<file path="src/rtl/toggle_cover_pkg.sv">
// Shared types and index helpers for the toggle coverage detector.
package toggle_cover_pkg;

  typedef enum logic [1:0] {UNPRIMED, ACTIVE, DONE} tcd_state_e;

  function automatic int rise_idx(input int i);
    return 2 * i;
  endfunction

  function automatic int fall_idx(input int i);
    return 2 * i + 1;
  endfunction

  function automatic int cnt_w(input int n);
    return $clog2(n + 1);
  endfunction

endpackage

</file>
<file path="src/rtl/toggle_cover_popcount.sv">
// Combinational population count over N bits, result wide enough to hold N.
module toggle_cover_popcount
  import toggle_cover_pkg::*;
#(
  parameter int N = 36
) (
  input  logic [N-1:0]          bits,
  output logic [cnt_w(N)-1:0]   count
);

  localparam int CW = cnt_w(N);

  always_comb begin
    count = '0;
    for (int i = 0; i < N; i++) begin
      count = count + CW'(bits[i]);
    end
  end

endmodule

</file>
<file path="src/rtl/toggle_cover_detect.sv">
// Per-bit rise/fall toggle detector driving one registered valid pulse per cover point,
// with optional first-hit filtering, covered-point count and saturating event count.
module toggle_cover_detect
  import toggle_cover_pkg::*;
#(
  parameter int WIDTH          = 18,
  parameter bit FIRST_HIT_ONLY = 1'b1,
  parameter int EVT_CNT_W      = 16
) (
  input  logic                          clock,
  input  logic                          reset,
  input  logic [WIDTH-1:0]              sig,
  input  logic                          en,
  input  logic                          clear,
  output logic [2*WIDTH-1:0]            valid,
  output logic [cnt_w(2*WIDTH)-1:0]     covered_cnt,
  output logic [EVT_CNT_W-1:0]          evt_cnt,
  output logic                          all_covered
);

  localparam int NPTS = 2 * WIDTH;
  localparam int CW   = cnt_w(NPTS);

  tcd_state_e        state, state_nxt;
  logic [WIDTH-1:0]  prev;
  logic [NPTS-1:0]   mask, mask_nxt, raw, evt, hit_filter;
  logic              report, clear_eff;
  logic [CW-1:0]     pop;

  always_comb begin
    raw = '0;
    for (int i = 0; i < WIDTH; i++) begin
      raw[rise_idx(i)] = sig[i] & ~prev[i];
      raw[fall_idx(i)] = ~sig[i] & prev[i];
    end
  end

  // clear drops any toggle seen in the same cycle; it has no effect before priming
  always_comb begin
    report     = (state == ACTIVE) && !clear;
    clear_eff  = (state != UNPRIMED) && clear;
    hit_filter = FIRST_HIT_ONLY ? ~mask : {NPTS{1'b1}};
    evt        = report ? (raw & {NPTS{en}} & hit_filter) : '0;
    mask_nxt   = clear_eff ? '0 : (mask | evt);
  end

  always_comb begin
    state_nxt = state;
    case (state)
      UNPRIMED: state_nxt = ACTIVE;
      ACTIVE:   if (FIRST_HIT_ONLY && (&mask_nxt)) state_nxt = DONE;
      DONE:     if (clear) state_nxt = ACTIVE;
      default:  state_nxt = UNPRIMED;
    endcase
  end

  always_ff @(posedge clock) begin
    if (reset) state <= UNPRIMED;
    else       state <= state_nxt;
  end

  toggle_cover_popcount #(.N(NPTS)) u_popcount (
    .bits  (mask_nxt),
    .count (pop)
  );

  always_ff @(posedge clock) begin
    if (reset) begin
      prev        <= '0;
      mask        <= '0;
      valid       <= '0;
      covered_cnt <= '0;
      evt_cnt     <= '0;
    end else begin
      prev        <= sig;
      mask        <= mask_nxt;
      valid       <= evt;
      covered_cnt <= pop;
      if (clear_eff)
        evt_cnt <= '0;
      else if ((|evt) && !(&evt_cnt))
        evt_cnt <= evt_cnt + EVT_CNT_W'(1);
    end
  end

  assign all_covered = (covered_cnt == CW'(NPTS));

endmodule

</file>
<file path="config.mk">
export PLATFORM = sky130hd
export DESIGN_NAME = toggle_cover_detect
export DESIGN_NICKNAME = d
export VERILOG_FILES = /design/src/rtl/toggle_cover_pkg.sv /design/src/rtl/toggle_cover_popcount.sv /design/src/rtl/toggle_cover_detect.sv
export SDC_FILE = /design/constraint.sdc
export NUM_CORES = 1
export LEC_CHECK = 0
export BUFFER_PORTS_ARGS = -buffer_cell sky130_fd_sc_hd__buf_4
export CAP_MARGIN = 40
export CORE_MARGIN = 8
export CORE_UTILIZATION = 50
export CTS_BUF_LIST = sky130_fd_sc_hd__clkbuf_2
export DETAILED_ROUTE_END_ITERATION = 10
export PLACE_DENSITY = 0.72
export SETUP_SLACK_MARGIN = 0.02
export SYNTH_ARGS = -nofsm -noshare
export SYNTH_HDL_FRONTEND = slang
export SYNTH_SLANG_ARGS = --single-unit
</file>
<file path="constraint.sdc">
create_clock -name clock -period 18.06 [get_ports clock]
set_input_delay 1.806 -clock clock [delete_from_list [all_inputs] [get_ports clock]]
set_output_delay 1.806 -clock clock [all_outputs]
set_load 0.1 [all_outputs]
</file>
==> results.yml, run 1 <==
cts:
  cts_buffer_depth: 2
  path_clk_slew_ns: 0.15
  numClockSinks: 114
  htree_levels: 4
  clock-root-buffer: "clkbuf_2"
  cts_setup_buffers: 0
  cts_buffers: 17
  cts_tree: "done"
  cts_hold_buf: 0
  cts-resized-gates: 0
  clk_latency_ns: 0.65
cells_and_area:
  drive_above_1_share_pct: 23.5
  diodes: 0
  area_delta_synth_final_pct: 18.6
  stdcell_area_um2: 6230
  final_nets: 714
logic_synthesis:
  synth-simple-area-share_pct: 27.7
  synth_top_area_share_pct: 43.4
  yosysSeqAreaShare_pct: 43.4
  synth_compound_area_share_pct: 8.53
  async_flop_share_pct: 0
  synth_area_leaders: "dfxtp_1 (43%), fa_1 (11%), nor2_1 (6.1%)"
  ys_ff_latch: 114
  muxShareOfSynthArea_pct: 0.572
  syn_nets: 636
  synth_cell_types: 44
  synth_top_family_by_area: "simple AND/OR/NAND/NOR gates"
  ys.flop_type: "dfxtp_1"
  yosys.area.top_type: "dfxtp_1"
  synth_xor_area_share_pct: 0.500
  synth_edf_count: 0
  yosysWarnings: 0
  avgSynthCellArea_um2: 9.10
  synth_area_um2: 5250
  synthAdderAreaFrac_pct: 12.8
  synthCells: 577
worst_hold_path:
  worstHoldStart: "mask[3]"
  hold_depth: 1
  hold_path_class: "reg -> reg"
worst_setup_path:
  path_buf_inv: 7
  r2r_cells: 21
  critical_path_depth: 22
  critPathMaxFanout: 35
  critical_path_class: "in -> reg"
  startpoint: "clear"
  critPathSlowestCell: "fa_1"
  r2r_slack_ns: 12.02
  end_kind: "flop"
  cpPeakStageDelay_ns: 0.54
  cp_top_family: "adder cells"
  critPathMostFrequentCell: "fa_1"
  cp.required_ns: 18.58
  cp_cell_sequence: "buf_4, and4bb_2, buf_12, a31oi_1, or2_2, fa_1, inv_1, fa_1, inv_1, fa_1, fa_1, fa_1, inv_1, fa_1, inv_1, fa_1, inv_1, fa_1, a21o_1, a21oi_1, xor2_1, nor2_1"
  start_kind: "primary input"
  reg2reg_from: "state[0]"
  crit_arrival_ns: 7.45
global_route:
  grt_pass1_wl_um: 20700
  busiest_layer: "met2"
  overflow: 0
  gr-usage-met3_pct: 5.85
  grt_pass1_vias: 4272
  use_met1_pct: 22.0
  grt_util_all_layers_pct: 18.1
  antenna_found_initial: 0
  use_met2_pct: 29.7
  grt_max_degree: 39
sta:
  hold_slack_ns: 0.460
  fin_skew_ns: 0.0243
  fmax_mhz: 144
  finalCritPeriodShare_pct: 38.4
  tns_ns: 0
  finalSetupViolations: 0
  relSlewSlack_pct: 56.7
  hold_viol_final: 0
  slew_violations: 0
  fin_crit_ns: 6.93
  tightest_slew_ns: 0.648
  rsz0062_at_grt: "false"
drt:
  ant_nets: 0
  wl_per_cell_um: 15.5
  avgViaCountPerCell: 5.35
  totalWireLength_um: 12400
  dr.pass1.iters: 5
  drt_iter0_drc: 197
  drcViolationCount: 0
  via_count: 4287
floorplan:
  die_area_um2: 14000
  die_y_um: 118
  die_x_um: 118
  num_rows: 37
  core_um2: 10300
  initial_utilization_pct: 51.1
  ios: 81
place:
  place_congestion: 0.860
  io_buffers: 80
  dpl.hpwl_um: 9500
  placed_cell_area_um2: 5980
flow_run:
  drv_cap: 0
power:
  p_leak_nw: 2.64
  ir_drop_v: 0.0000463
  p_per_area_nw_per_um2: 85.0
run_status:
  status: "finished, final reports clean"
==> cells in the final DEF (no fill, tap or decap), types with 14 or more instances in the layout <==
master,synthesis,final
or3b_2,14,14
or3_1,16,16
or2_2,26,26
fa_1,28,28
buf_4,0,84
nor2b_1,23,23
nor3b_1,20,20
a21oi_1,14,14
clkbuf_2,0,18
a31oi_1,34,34
inv_1,63,63
dfxtp_1,114,114
nor4_1,14,14
nor2_1,85,85
==> state kept, by name (all words and copies together), names as in the netlist <==
register,count
mask,36
valid,36
state,2
evt_cnt,16
covered_cnt,6
prev,18
==> worst reg2reg max path: stages, from the launching register on <==
cell and delay (ns):
dfxtp_1 0.45, and4bb_2 0.41, buf_12 0.23, a31oi_1 0.16, or2_2 0.31, fa_1 0.54
inv_1 0.05, fa_1 0.48, inv_1 0.05, fa_1 0.47, fa_1 0.51, fa_1 0.51
inv_1 0.05, fa_1 0.42, inv_1 0.07, fa_1 0.16, inv_1 0.06, fa_1 0.40
a21o_1 0.20, a21oi_1 0.19, xor2_1 0.16, nor2_1 0.05
==> cell usage after synthesis, types with 2 or more instances <==
cell and number:
dfxtp_1 114, nor2_1 85, inv_1 63, a31oi_1 34, fa_1 28, or2_2 26
nor2b_1 23, clkbuf_1 22, nor3b_1 20, or3_1 16, a21oi_1 14, nor4_1 14
or3b_2 14, nand2_1 12, nand4_1 11, ha_1 9, nor3_1 9, o21ai_0 9
nand3_1 8, or4_1 6, buf_2 4, a21o_1 3, and4_1 3, mux2i_1 3
nand2b_1 3, o31ai_1 3, and2_1 2, o211ai_1 2, xnor2_1 2
==> power breakdown <==
group	switching [W]	internal, W
logic	0.0000583	0.0000281
registers	0.00000423	0.000258
clock network	0.0000922	0.0000888
==> worst paths after layout <==
| path | to |
|---|---|
| setup / recovery | covered_cnt[4] |
| hold / removal | valid[3] |
| setup reg to reg | covered_cnt[4] |
| hold reg to reg | valid[3] |
==> kinds of logic after synthesis <==
family                   after synthesis
adder cells (fa/ha/maj)               37
buffers and inverters                 89
AND/OR/NAND/NOR                      259
XOR/XNOR                               3
multiplexers                           3
flip-flops                           114
AO/OA/AOI/OAI                         72
==> per-stage QoR <==
step	setup WS, ns	std cells	util, %	total power [W]
6_report	11.13	801	60.6	0.000530
5_1_grt	10.95	801	60.6	0.000556
4_1_cts	11.18	801	60.6	0.000536
3_5_place_dp	10.49	772	58.2	0.000354
3_3_place_gp	10.13	771	58.0	0.000353
2_1_floorplan	10.82	577	-	0.000331
==> layer usage <==
| layer | wire length (um) | part of all wire (%) |
|---|---|---|
| met1 | 5510 | 44 |
| met2 | 6050 | 49 |
| met3 | 666 | 5.4 |
| met4 | 197 | 1.6 |
| met5 | 0 | 0 |
==> area by class of cell <==
| class | count | area (um2) |
|---|---|---|
| inverter | 63 | 236 |
| clock inverter | 11 | 164 |
| sequential | 114 | 2280 |
| clock buffer | 18 | 90.1 |
| tap | 136 | 170 |
| fill | 907 | 4050 |
| multi-input combinational | 374 | 2640 |
| timing repair buffer | 85 | 651 |
Note: power is estimated with default switching activity, not from simulation.
==> inputs of run 2 (changes only) <==
- ABC_AREA: unset -> 1
- PLACE_DENSITY: 0.72 -> 0.71
- clock period: 18.06 -> 6.7 ns (I/O delays scaled with it)
==> run 2 against run 1 <==
  * Die area is 7.1% higher
  * Sequential share of layout area is 1.8 points lower
  * Non-clock buffer count is 2 lower
  * First-iteration DRC count is 91% higher
  * Combinational power grew to 3.0 times the previous value
  * Clock power is 130% higher
  * Worst hold slack worse by 0.24 ns
  * Worst setup slack worse by 10 ns
  * Highest routed layer unchanged
==> results.yml, run 2 <==
cells_and_area:
  area_delta_synth_final_pct: 15.2
  layout_common_cells: "nand2_1 (210), nor2_1 (159), inv_1 (114), dfxtp_1 (114), buf_4 (82)"
  reg.largest.list: "mask (36), valid (36), prev (18)"
  final_nets: 917
  final_common_cell: "nand2_1"
  drive_above_1_share_pct: 15.1
  finalCoreUtilization_pct: 58.1
cts:
  cts_hold_buf: 0
  cts_setup_buffers: 0
  cts_buffer_depth: 2
  numClockSinks: 114
  clock-root-buffer: "clkbuf_2"
  cts-resized-gates: 0
  cts_tree: "done"
  path_clk_slew_ns: 0.17
  clk_latency_ns: 0.65
  cts_buffers: 17
  htree_levels: 4
place:
  dpl.hpwl_um: 10200
  io_buffers: 80
  post-place-ws_ns: 0.482
  place_congestion: 0.870
logic_synthesis:
  synth_top_area_share_pct: 40.1
  synth_area_um2: 5690
  synth_common_cells: "nand2_1 (210), nor2_1 (159), dfxtp_1 (114), inv_1 (114), nand3_1 (34)"
  synth_xor_area_share_pct: 2.00
  synth-simple-area-share_pct: 31.7
  yosysWarnings: 0
  synthCells: 781
  synth_top_family_by_area: "simple AND/OR/NAND/NOR gates"
  ys.flop_type: "dfxtp_1"
  synth_area_leaders: "dfxtp_1 (40%), nand2_1 (14%), nor2_1 (10%)"
  muxShareOfSynthArea_pct: 0
  synth_edf_count: 0
  synthAdderAreaFrac_pct: 11.8
  synth.most_common_cell: "nand2_1"
  avgSynthCellArea_um2: 7.28
  syn_nets: 840
  synth_compound_area_share_pct: 3.87
  synth_cell_types: 29
  ys_ff_latch: 114
  yosysSeqAreaShare_pct: 40.1
  async_flop_share_pct: 0
  yosys.area.top_type: "dfxtp_1"
floorplan:
  core_um2: 11300
  die_x_um: 123
  ios: 81
  die_area_um2: 15000
  initial_utilization_pct: 50.4
  num_rows: 39
  die_y_um: 123
worst_setup_path:
  critical_path_class: "reg -> reg"
  critPathSlowestCell: "fa_1"
  cp_top_family: "adder cells"
  start_kind: "flop"
  crit_arrival_ns: 6.43
  startpoint: "state[0]"
  end_kind: "flop"
  r2r_slack_ns: 0.83
  critical_path_depth: 21
  crit_end: "covered_cnt[4]"
  cpPeakStageDelay_ns: 0.55
  r2r_end: "covered_cnt[4]"
  critPathMostFrequentCell: "fa_1"
  r2r_cells: 21
  path_buf_inv: 4
  cp.required_ns: 7.26
  cp_cell_sequence: "nand2_2, nor2_4, nand3b_1, a21oi_1, ha_1, inv_1, fa_1, fa_1, fa_1, fa_1, fa_1, inv_1, fa_1, inv_1, fa_1, inv_1, fa_1, a21oi_1, o21ba_2, o21ai_0, a21oi_1"
  reg2reg_from: "state[0]"
  critPathMaxFanout: 14
global_route:
  grt_pass1_vias: 4700
  overflow: 0
  grt_util_all_layers_pct: 18.3
  grt_max_degree: 90
  grt_pass1_wl_um: 21800
  antenna_found_initial: 0
power:
  ir_drop_v: 0.000193
  p_leak_nw: 3.26
  p_per_area_nw_per_um2: 211
drt:
  ant_nets: 0
  avgViaCountPerCell: 4.76
  via_count: 4830
  dr.pass1.iters: 5
  drcViolationCount: 0
  drt_iter0_drc: 377
  totalWireLength_um: 13200
  wl_per_cell_um: 13.0
sta:
  slew_violations: 0
  rsz0062_at_grt: "false"
  fin_crit_ns: 5.87
  fin_skew_ns: 0.0231
  worst_slack_ns: 0.833
  finalCritPeriodShare_pct: 87.6
  tightest_slew_ns: 0.879
  fmax_mhz: 170
  tns_ns: 0
  finalSetupViolations: 0
  hold_viol_final: 0
  relSlewSlack_pct: 41.4
run_status:
  status: "finished, final reports clean"
flow_run:
  drv_cap: 0
worst_hold_path:
  hold_path_class: "in -> reg"
==> run 2: metal layers <==
metal / GRT usage [%] / wire length, um
met1: 22.0 / 5790
met2: 31.2 / 6370
met3: 4.88 / 848
met4: 6.17 / 178
met5: 0 / 0
==> run 2: worst min-delay path by stage <==
| stage | depth (start not counted) | from | to |
|---|---|---|---|
| after floorplan | 2 | mask[0] | mask[0] |
| after global placement | 2 | mask[0] | mask[0] |
| after detailed placement | 2 | mask[0] | mask[0] |
| after CTS | 3 | sig[14] | prev[14] |
| after global routing | 3 | sig[6] | prev[6] |
| final | 3 | sig[14] | prev[14] |
==> run 2: layout make-up <==
class / count / area, um2
Tap cell: 143 / 179
Antenna cell: 1 / 2.50
Timing Repair Buffer: 83 / 636
Clock inverter: 13 / 120
Clock buffer: 18 / 90.1
Multi-Input combinational cell: 527 / 2810
Inverter: 115 / 432
Fill cell: 1061 / 4720
Sequential cell: 114 / 2280
==> run 2: power breakdown <==
group,switching [W],leakage [nW],internal (W)
clock network,0.000249,0.132,0.000163
logic,0.000188,2.21,0.0000732
registers,0.0000113,0.925,0.000697
==> run 2: cells by family after synthesis <==
| group | count (synthesis) |
|---|---|
| xor+xnor | 13 |
| simple gates | 438 |
| compound gates | 39 |
| buf+inv | 140 |
| flops | 114 |
| fa+ha+maj | 37 |
==> run 2: tightest hold or removal path, delay by kind of cell <==
family / cells / cell delay, ns
and+or+nand+nor: 1 / 0.06
buffers and inverters: 2 / 0.13
==> run 2: through the flow <==
step	area (um2)	hold WS (ns)	total power [W]	std cells
floorplan	5690	0.448	0.000924	781
global placement	6340	0.459	0.000978	982
detailed placement	6340	0.471	0.000985	982
CTS	6550	0.166	0.00140	1013
global route	6550	0.196	0.00145	1013
finish	6550	0.224	0.00138	1014
==> inputs of run 3 (changes only) <==
- clock period: 6.7 -> 6.2 ns (I/O delays scaled with it)
==> run 3 against run 2 <==
  * Non-clock buffer count rose by 4
  * Sequential share of layout area fell by 0.37 points
  * Die area did not move
  * Largest power group unchanged
  * Clock skew rose by 0.0057 ns
  * Utilization rose by 0.62 points
  * Global-route usage rose by 0.56 points
  * Via count rose by 2.0%
  * First-iteration DRC count rose by 19%
  * Worst hold slack got worse by 0.037 ns
  * Clock power rose by 19%
  * Critical endpoint unchanged
  * Fmax rose by 3.4%
  * Final area rose by 1.1%
==> results.yml, run 3 (synthesized netlist as in run 2, its figures left out) <==
sta:
  fmax_mhz: 176
  tightest_slew_ns: 0.900
  slew_violations: 0
  finalCritPeriodShare_pct: 91.5
  hold_viol_final: 0
  finalSetupViolations: 0
  fin_crit_ns: 5.67
  tns_ns: 0
  relSlewSlack_pct: 40.0
  rsz0062_at_grt: "false"
  fin_skew_ns: 0.0288
global_route:
  grt_max_degree: 90
  grt_pass1_wl_um: 22800
  grt_pass1_vias: 4834
  overflow: 0
  antenna_found_initial: 0
  grt_util_all_layers_pct: 18.9
cts:
  cts-resized-gates: 0
  cts_tree: "done"
  cts_buffer_depth: 2
  path_clk_slew_ns: 0.17
  numClockSinks: 114
  htree_levels: 4
  cts_buffers: 17
  cts_hold_buf: 0
  cts_setup_buffers: 0
  clk_latency_ns: 0.65
  clock-root-buffer: "clkbuf_2"
cells_and_area:
  final-instance-count-excl-fill: 1019
  area_delta_synth_final_pct: 16.4
  drive_above_1_share_pct: 15.5
  n_fill_cell: 1073
  finalCoreUtilization_pct: 58.7
  final_nets: 921
  layout_common_cells: "nand2_1 (210), nor2_1 (159), inv_1 (114), dfxtp_1 (114), buf_4 (85)"
  reg.largest.list: "mask (36), valid (36), prev (18)"
  final_common_cell: "nand2_1"
flow_run:
  drv_cap: 0
drt:
  dr.pass1.iters: 8
  wl_per_cell_um: 13.0
  avgViaCountPerCell: 4.84
  via_count: 4929
  drt_iter0_drc: 450
  ant_nets: 0
  drcViolationCount: 0
  totalWireLength_um: 13200
worst_setup_path:
  start_kind: "flop"
  end_kind: "flop"
  cp_cell_sequence: "nand2_2, nor2_4, buf_4, nand2_2, nand2_1, inv_1, nor2_1, fa_1, inv_1, fa_1, fa_1, fa_1, fa_1, inv_1, fa_1, inv_1, fa_1, inv_1, fa_1, a21oi_1, o21ba_2, o21ai_0, a21oi_1"
  critPathMostFrequentCell: "fa_1"
  critical_path_class: "reg -> reg"
  cp.required_ns: 6.76
  critPathMaxFanout: 13
  crit_arrival_ns: 6.24
  r2r_cells: 23
  cpPeakStageDelay_ns: 0.55
  critPathSlowestCell: "fa_1"
floorplan:
  die_y_um: 123
  ios: 81
  die_area_um2: 15000
  num_rows: 39
  initial_utilization_pct: 50.4
  core_um2: 11300
  die_x_um: 123
place:
  io_buffers: 80
  place_congestion: 0.885
  placedCellCount: 986
  dpl.hpwl_um: 10200
power:
  p_leak_nw: 3.31
  p_per_area_nw_per_um2: 233
  ir_drop_v: 0.000162
  total_power_w: 0.00154
worst_hold_path:
  hold_depth: 3
  hold_path_class: "in -> reg"
run_status:
  status: "finished, final reports clean"
## run 3: cell count changes in the layout (fill, tap and decap cells not counted)
cell | before | now
clkinvlp_4 | 2 | 1
bufinv_16 | 2 | 3
clkbuf_2 | 18 | 19
buf_12 | 1 | 2
buf_4 | 82 | 85
## run 3: per-stage QoR
step | instance area [um2] | worst slack [ns] | hold slack [ns]
after global placement | 6380 | 0.323 | 0.486
after floorplan | 5690 | 0.467 | 0.448
after global routing | 6620 | 0.176 | 0.126
final | 6620 | 0.526 | 0.187
after detailed placement | 6380 | 0.217 | 0.493
after CTS | 6620 | 0.519 | 0.142
## run 3: power by group
group | leakage [nW] | switching [W] | internal, W | total [W]
sequential | 0.925 | 0.0000116 | 0.000753 | 0.000765
combinational | 2.23 | 0.000205 | 0.0000821 | 0.000287
clock | 0.150 | 0.000272 | 0.000221 | 0.000493
total | 3.31 | 0.000489 | 0.00106 | 0.00154
## run 3: area by class of cell
| type | instances | area, um2 | area share, % |
|---|---|---|---|
| multi-input combinational | 527 | 2810 | 42.4 |
| sequential | 114 | 2280 | 34.5 |
| timing repair buffer | 87 | 678 | 10.2 |
| inverter | 115 | 432 | 6.52 |
| tap | 143 | 179 | 2.70 |
| clock inverter | 13 | 143 | 2.15 |
| clock buffer | 19 | 95.1 | 1.44 |
| antenna | 1 | 2.50 | 0.0378 |
## run 3: worst paths after layout
path                               start        endpoint  slack [ns]
worst max-delay path            state[0]  covered_cnt[4]        0.53
worst min-delay path             sig[14]        prev[14]        0.19
worst max register to register  state[0]  covered_cnt[4]        0.53
worst min register to register   mask[1]         mask[1]        0.51
## run 3: critical path, delay by kind of cell (launching register included)
kind,cells,cell delay [ns]
DFF,1,0.45
buffers and inverters,6,0.59
and+or+nand+nor,5,0.59
adders and majority gates,8,3.45
AOI/OAI and AO/OA,4,0.48
## run 3: per-layer routing
layer | GRT usage [%] | up-vias | part of all wire, %
li1 | - | 2508 | -
met3 | 4.83 | 20 | 6.4
met2 | 30.7 | 141 | 47
met4 | 5.48 | 0 | 1.4
met5 | 0 | - | 0
met1 | 24.2 | 2260 | 45
